<file path="src/rtl/l2_arb_pkg.sv">
// Shared types for the L2 request arbiter and its round-robin picker.
package l2_arb_pkg;

  typedef enum logic [2:0] {
    StIdle  = 3'd0,
    StIssue = 3'd1,
    StWait  = 3'd2,
    StBcast = 3'd3,
    StDone  = 3'd4
  } arb_state_t;

  // Port index width; a single port still needs one bit.
  function automatic int unsigned idx_width(int unsigned n);
    return (n > 1) ? $clog2(n) : 1;
  endfunction

endpackage

</file>
<file path="src/rtl/rr_pick.sv">
// Combinational round-robin picker: first set request at or after ptr_i, wrapping.
module rr_pick
  import l2_arb_pkg::*;
#(
  parameter int unsigned PORTS      = 2,
  parameter int unsigned PORT_WIDTH = idx_width(PORTS)
) (
  input  logic [PORTS-1:0]      req_i,
  input  logic [PORT_WIDTH-1:0] ptr_i,
  output logic [PORT_WIDTH-1:0] grant_idx_o,
  output logic                  any_o
);

  int unsigned               idx;
  logic [PORT_WIDTH-1:0]     cand;

  // Scan from the farthest offset down so the nearest requester wins last.
  always_comb begin
    grant_idx_o = '0;
    any_o       = |req_i;
    idx         = 0;
    cand        = '0;
    for (int k = int'(PORTS) - 1; k >= 0; k--) begin
      idx = 32'(ptr_i) + unsigned'(k);
      if (idx >= PORTS) idx = idx - PORTS;
      cand = PORT_WIDTH'(idx);
      if (req_i[cand]) grant_idx_o = cand;
    end
  end

endmodule

</file>
<file path="src/rtl/l2_arbiter.sv">
// Round-robin L2 datapath arbiter: grants one requester, sequences the backend op
// and, for coherent writes, broadcasts invalidations to every other port.
module l2_arbiter
  import l2_arb_pkg::*;
#(
  parameter int unsigned PORTS      = 2,
  parameter int unsigned PORT_WIDTH = idx_width(PORTS)
) (
  input  logic                  clk_i,
  input  logic                  rst_i,
  input  logic [PORTS-1:0]      req_valid_i,
  input  logic [PORTS-1:0]      req_we_i,
  input  logic [PORTS-1:0]      req_ce_i,
  output logic [PORTS-1:0]      req_ready_o,
  output logic                  op_valid_o,
  output logic                  op_we_o,
  output logic [PORT_WIDTH-1:0] op_sel_o,
  input  logic                  op_ready_i,
  input  logic                  op_done_i,
  output logic [PORTS-1:0]      inv_valid_o,
  input  logic [PORTS-1:0]      inv_ready_i
);

  arb_state_t            state_q, state_d;
  logic [PORT_WIDTH-1:0] sel_q, rr_ptr_q;
  logic [PORTS-1:0]      board_q;
  logic                  we_q, ce_q;
  logic [PORT_WIDTH-1:0] grant_idx;
  logic                  any_req;
  logic [PORTS-1:0]      mask, accepted;

  rr_pick #(
    .PORTS      (PORTS),
    .PORT_WIDTH (PORT_WIDTH)
  ) u_rr_pick (
    .req_i       (req_valid_i),
    .ptr_i       (rr_ptr_q),
    .grant_idx_o (grant_idx),
    .any_o       (any_req)
  );

  assign mask     = ~(PORTS'(1) << sel_q);
  assign accepted = inv_valid_o & inv_ready_i;

  always_ff @(posedge clk_i) begin
    if (rst_i) state_q <= StIdle;
    else       state_q <= state_d;
  end

  always_comb begin
    state_d = state_q;
    unique case (state_q)
      StIdle:  if (any_req) state_d = StIssue;
      StIssue: if (op_ready_i) state_d = StWait;
      StWait:  if (op_done_i) state_d = (ce_q && (mask != '0)) ? StBcast : StDone;
      StBcast: if (((board_q | accepted) & mask) == mask) state_d = StDone;
      StDone:  state_d = StIdle;
      default: state_d = StIdle;
    endcase
  end

  always_ff @(posedge clk_i) begin
    if (rst_i) begin
      sel_q    <= '0;
      rr_ptr_q <= '0;
      board_q  <= '0;
      we_q     <= 1'b0;
      ce_q     <= 1'b0;
    end else begin
      if (state_q == StIdle && any_req) begin
        sel_q <= grant_idx;
        we_q  <= req_we_i[grant_idx];
        ce_q  <= req_we_i[grant_idx] & req_ce_i[grant_idx];
      end
      if (state_q == StWait && state_d == StBcast) board_q <= '0;
      else if (state_q == StBcast)                board_q <= board_q | accepted;
      if (state_q == StDone) begin
        rr_ptr_q <= (sel_q == PORT_WIDTH'(PORTS - 1)) ? '0 : sel_q + PORT_WIDTH'(1);
      end
    end
  end

  always_comb begin
    op_valid_o  = (state_q == StIssue);
    op_we_o     = (state_q == StIssue) & we_q;
    op_sel_o    = sel_q;
    inv_valid_o = (state_q == StBcast) ? (mask & ~board_q) : '0;
    req_ready_o = (state_q == StDone) ? (PORTS'(1) << sel_q) : '0;
  end

endmodule

</file>
<file path="config.mk">
export PLATFORM = sky130hd
export DESIGN_NAME = l2_arbiter
export DESIGN_NICKNAME = d
export VERILOG_FILES = /design/src/rtl/l2_arb_pkg.sv /design/src/rtl/rr_pick.sv /design/src/rtl/l2_arbiter.sv
export SDC_FILE = /design/constraint.sdc
export NUM_CORES = 1
export LEC_CHECK = 0
export BUFFER_PORTS_ARGS = -buffer_cell sky130_fd_sc_hd__buf_2
export CAP_MARGIN = 40
export CORE_AREA = 2 2 39 41
export CTS_CLUSTER_SIZE = 25
export DETAILED_ROUTE_END_ITERATION = 16
export DIE_AREA = 0 0 41 43
export PLACE_DENSITY = 0.63
export SETUP_SLACK_MARGIN = 0.5
export SYNTH_ARGS = -nofsm -noshare
export SYNTH_HDL_FRONTEND = slang
export SYNTH_SLANG_ARGS = --single-unit
</file>
<file path="constraint.sdc">
create_clock -name clk_i -period 2.6 [get_ports clk_i]
set_input_delay 0.26 -clock clk_i [delete_from_list [all_inputs] [get_ports clk_i]]
set_output_delay 0.26 -clock clk_i [all_outputs]
set_load 0.1 [all_outputs]
</file>
* After elaboration in Yosys (flattened, before gate mapping) *
Cells that the tools add are included.

storage, ports and cells
  register bits after elaboration = 9
  output and inout port bits = 7

cells by class
  bitwise gates (word level) = 8
  eq/ne operators = 6
  shifts and indexed selects = 1
  reductions and logical operators = 7
  $add $sub $neg = 4
  mux-type cells = 21
  $lt $le $gt $ge = 5

operators with widths
  cell                                                                                  count
  3-bit two-way mux                                                                     5
  1-bit two-way mux                                                                     13
  3-bit one-hot mux with 4 select lines                                                 1
  3-bit by 2-bit equality test with 1-bit output (second input constant)                3
  2-bit AND                                                                             3
  1-bit by 2-bit less-than comparator with 1-bit output (second input constant)         3
  2-bit two-way mux                                                                     2
  2-bit NOT                                                                             2
  2-bit OR reduction                                                                    2
  3-bit by 1-bit equality test with 1-bit output (second input constant)                1
  3-bit equality test (second input constant)                                           1
  1-bit logical AND                                                                     3
  3-bit zero test                                                                       1
  1-bit by 1-bit adder with 2-bit output (second input constant)                        1
  1-bit AND                                                                             2
  2-bit equality test                                                                   1
  1-bit by 2-bit greater-or-equal comparator with 1-bit output (second input constant)  1
  2-bit greater-or-equal comparator (second input constant)                             1
  2-bit bitwise OR                                                                      1
  2-bit nonzero test                                                                    1
  1-bit by 1-bit << shifter with 2-bit output (first input constant)                    1
  1-bit subtractor (second input constant)                                              2
  1-bit adder (second input constant)                                                   1

* Depth between registers and ports, before layout *
  word-level depth = 13
  depth in mapped cells = 5
  depth with buffers taken out = 4

* Hierarchy *
A second synthesis with hierarchy kept.

unflattened totals
  cells, all modules = 64
  area, all modules = 541.8 um2

by module, submodules not included
  module      area each (um2)  instances  cells an instance
  l2_arbiter  524.3            1          61
  rr_pick     17.5             1          3

* Least setup slack after synthesis *
Ideal clock, no wire load.

  kind = reg-to-output
  start = register sel_q, in the netlist op_sel_o
  end = output port inv_valid_o[0]
  stages on the path, launching flop included = 3
  data required time = 2340 ps
  path buffers = 0
  arrival = 4150 ps
  path slack = -1810 ps
  cell sequence = dfxtp_1 inv_1 nor4_1

on the way
  word-level cells in the longest chain between the ends = 4

RTL lines
  what                                         line              RTL
  start, declared                              l2_arbiter.sv:25  logic [PORT_WIDTH-1:0] sel_q, rr_ptr_q;
  start signal, assigned                       l2_arbiter.sv:71  sel_q <= grant_idx;
  1-bit by 1-bit << shifter with 2-bit output  l2_arbiter.sv:42  assign mask = ~(PORTS'(1) << sel_q);
  2-bit NOT                                    l2_arbiter.sv:42
  2-bit AND                                    l2_arbiter.sv:87  inv_valid_o = (state_q == StBcast) ? (mask & ~board_q) : '0;
  2-bit two-way mux                            l2_arbiter.sv:87
  end, declared                                l2_arbiter.sv:20  output logic [PORTS-1:0] inv_valid_o,

No other way between the ends.

* Worst setup path after layout *
  start = register state_q[1]
  end = output port inv_valid_o[0]

on the way
  word-level cells in the longest chain between the ends = 2

RTL lines
  what                                            line              RTL
  start, declared                                 l2_arbiter.sv:24  arb_state_t state_q, state_d;
  start signal, assigned                          l2_arbiter.sv:46  if (rst_i) state_q <= StIdle;
  start signal, assigned                          l2_arbiter.sv:47  else state_q <= state_d;
  3-bit by 2-bit equality test with 1-bit output  l2_arbiter.sv:87
  2-bit two-way mux                               l2_arbiter.sv:87

No other way between the ends.

==> key figures <==
Status
  – Status: finished clean

Logic synthesis
  – Netlist cell types: 30
  – Ys flop type: dfxtp_1
  – Post-synth ARST share: 0%
  – Register area share after synthesis: 33.4%
  – Synth top area share: 33.4%
  – Ranking of synthesized cells by area: dfxtp_1 33%, nor2_1 6.3%, a211oi_1 5.6%
  – Flops & latches, synth: 9
  – Synth Area per Inst: 8.17 um2
  – Syn Nets: 78
  – Syn Inst Count: 66
  – Yosys warning count: 0
  – Most frequent cells after synthesis: 9 x dfxtp_1, 9 x nor2_1, 6 x inv_1
  – Post-synth EDFFs: 0
  – Area leader, netlist: dfxtp_1
  – Cell Area, Synth: 539 um2

Place
  – Port bufs: 18
  – Dpl cell area: 656 um2
  – Hpwl dp: 894 um
  – Gp weighted congestion: 0.797

Power and ir drop
  – VDD IR max: 0.327 mV
  – P_int: 249 uW
  – Sw Pwr: 159 uW
  – PwrDens: 596 nW/um2
  – Seq pwr share: 41.8%
  – Logic pwr share: 30.7%
  – Leak: 0.261 nW
  – Clock Power Share: 27.5%
  – Net Sw Frac: 39.0%

Routing
  – Final WL: 1200 um
  – Final antenna-violating net count: 0
  – Routed wire length per instance: 12.0 um
  – Residual DRC: 0
  – DR vias: 557
  – Iter 0 DRT Violations: 9
  – Via density: 5.57
  – First-pass DRT Iterations: 4

Clock tree
  – Hold buffers post-CTS: 0
  – Worst-case clock buffer depth: 2
  – H-tree depth: 1
  – Clock latency on the worst-skew pair: 260 ps
  – Resized Gates After CTS: 0
  – Postcts setup bufs: 0
  – Clk root buf: clkbuf_4
  – CTS clk-pin slew, worst paths: 70 ps
  – # clock sinks: 9
  – CTS Buf Count: 3
  – CTS tree: yes

Finish
  – Diodes inserted: 0
  – Layout cells sized above 1: 35.7%
  – Final net count: 97
  – Area growth, synth to finish: 26.7%
  – Design area: 683 um2

Timing
  – Final Hold Slack: 277 ps
  – Min Tclk post-route: 1950 ps
  – Final Hold Viols: 0
  – Pins Over Slew Limit: 0
  – Final period util: 75.1%
  – Worst-Margin Slew: 485 ps
  – Clock Skews: 2.15 ps
  – # setup viols final: 0
  – RSZ-0062 raised after global routing: no
  – Fmax: 512 MHz
  – Setup_tns: 0 ps
  – Slew HR: 67.9%

Critical path
  – Cell family with most CP delay: flip-flops
  – CP max stage delay: 550 ps
  – Worst Path Required: 2340 ps
  – Slowest CP cell: dfxtp_1
  – Reg2Reg Depth: 4
  – CP Depth: 3
  – Critical Path, Cell by Cell: nand2_1 -> nor4_4 -> buf_2
  – Crit Path Category: reg -> out
  – CP Max Fanout: 9
  – Crit start category: flop
  – Critical path capture point type: primary output
  – Worst Path Buf+Inv: 1
  – Crit path DAT: 1690 ps

Global routing
  – Total track usage: 16.8%
  – Global-route wire length before repair: 2040 um
  – Largest net degree at the start of global routing: 15
  – Number of antenna violations at the first check in global routing: 0
  – GRT overflow: 0
  – Vias in the first global route: 503

Floorplan
  – Core area: 1380 um2
  – Die Ht: 43 um
  – Die span in x: 41 um
  – Core Rows: 14
  – Starting Density: 39.0%
  – Die area: 1760 um2
  – I/O pin count: 19

Flow run
  – Number of max-cap violations: 0

Min path
  – HP Class: in -> reg
  – Hold Path Depth: 3
==> state kept, by name (all words and copies together) (netlist names) <==
name,count
board_q,2
ce_q,1
op_sel_o,1
state_q,3
rr_ptr_q,1
we_q,1
==> power groups by stage <==
stage	Combinational, mW	Clock (mW)	Sequential [mW]
3_5_place_dp	0.124	0	0.173
3_3_place_gp	0.125	0	0.173
6_report	0.125	0.112	0.170
5_1_grt	0.136	0.118	0.173
2_1_floorplan	0.112	0	0.168
4_1_cts	0.125	0.112	0.169
==> stage by stage <==
stage / util (%) / power [mW] / setup WS [ps] / std cells
after detailed placement: 47.4 / 0.297 / 867 / 96
final: 49.4 / 0.407 / 647 / 100
after global routing: 49.4 / 0.427 / 527 / 100
after global placement: 47.4 / 0.299 / 899 / 96
after floorplan: - / 0.281 / 507 / 66
after CTS: 49.3 / 0.407 / 594 / 100
==> layout make-up <==
cell class / instances / area [um2]
fillers: 142 / 701
multi-input cells: 47 / 339
flip-flops and latches: 9 / 185
repair buffers: 18 / 90.1
clock buffers: 4 / 26.3
inverters: 6 / 22.5
well taps: 16 / 20.0
==> cells by family after synthesis <==
| group | count (synthesis) | share of synthesized area, % |
|---|---|---|
| AO/OA/AOI/OAI | 20 | 26.5 |
| buffers and inverters | 10 | 12.8 |
| flip-flops | 9 | 33.4 |
| multiplexers | 1 | 1.86 |
| AND/OR/NAND/NOR | 26 | 25.5 |
==> placed cells by master, fill, tap and decap left out, drive strengths merged, types with 2 or more instances in the layout <==
cell and count:
a211oi 4, a21oi 2, a31oi 3, buf 18
clkbuf 4, dfxtp 9, inv 6, nand2 2
nand3 3, nand4b 2, nor2 9, nor3 2
nor4 2, o21ai 2, o21bai 2
==> worst reg2reg max path, cell delays in order (launching register included) <==
cell and delay (ps):
dfxtp_1 550, nand4b_1 140, a32o_1 300, or4_1 390
o41ai_1 70
==> final timing paths <==
kind | from | to | slack [ps]
worst max-delay path | state_q[1]$_SDFF_PP0_ | inv_valid_o[0] | 650
worst min-delay path | req_we_i[1] | ce_q$_SDFFE_PP0P_ | 280
worst max register to register | state_q[1]$_SDFF_PP0_ | state_q[2]$_SDFF_PP0_ | 1050
worst min register to register | ce_q$_SDFFE_PP0P_ | state_q[2]$_SDFF_PP0_ | 450
==> routing by layer <==
metal	wire length, um	vias to the layer above	global-route usage (%)	share of wire, %
met5	0	-	0	0
met3	78	2	3.14	6.5
met2	541	18	22.8	45
met4	12	0	8.00	1.0
met1	564	257	24.6	47
li1	-	280	-	-
Power figures use the tool's default switching activity.
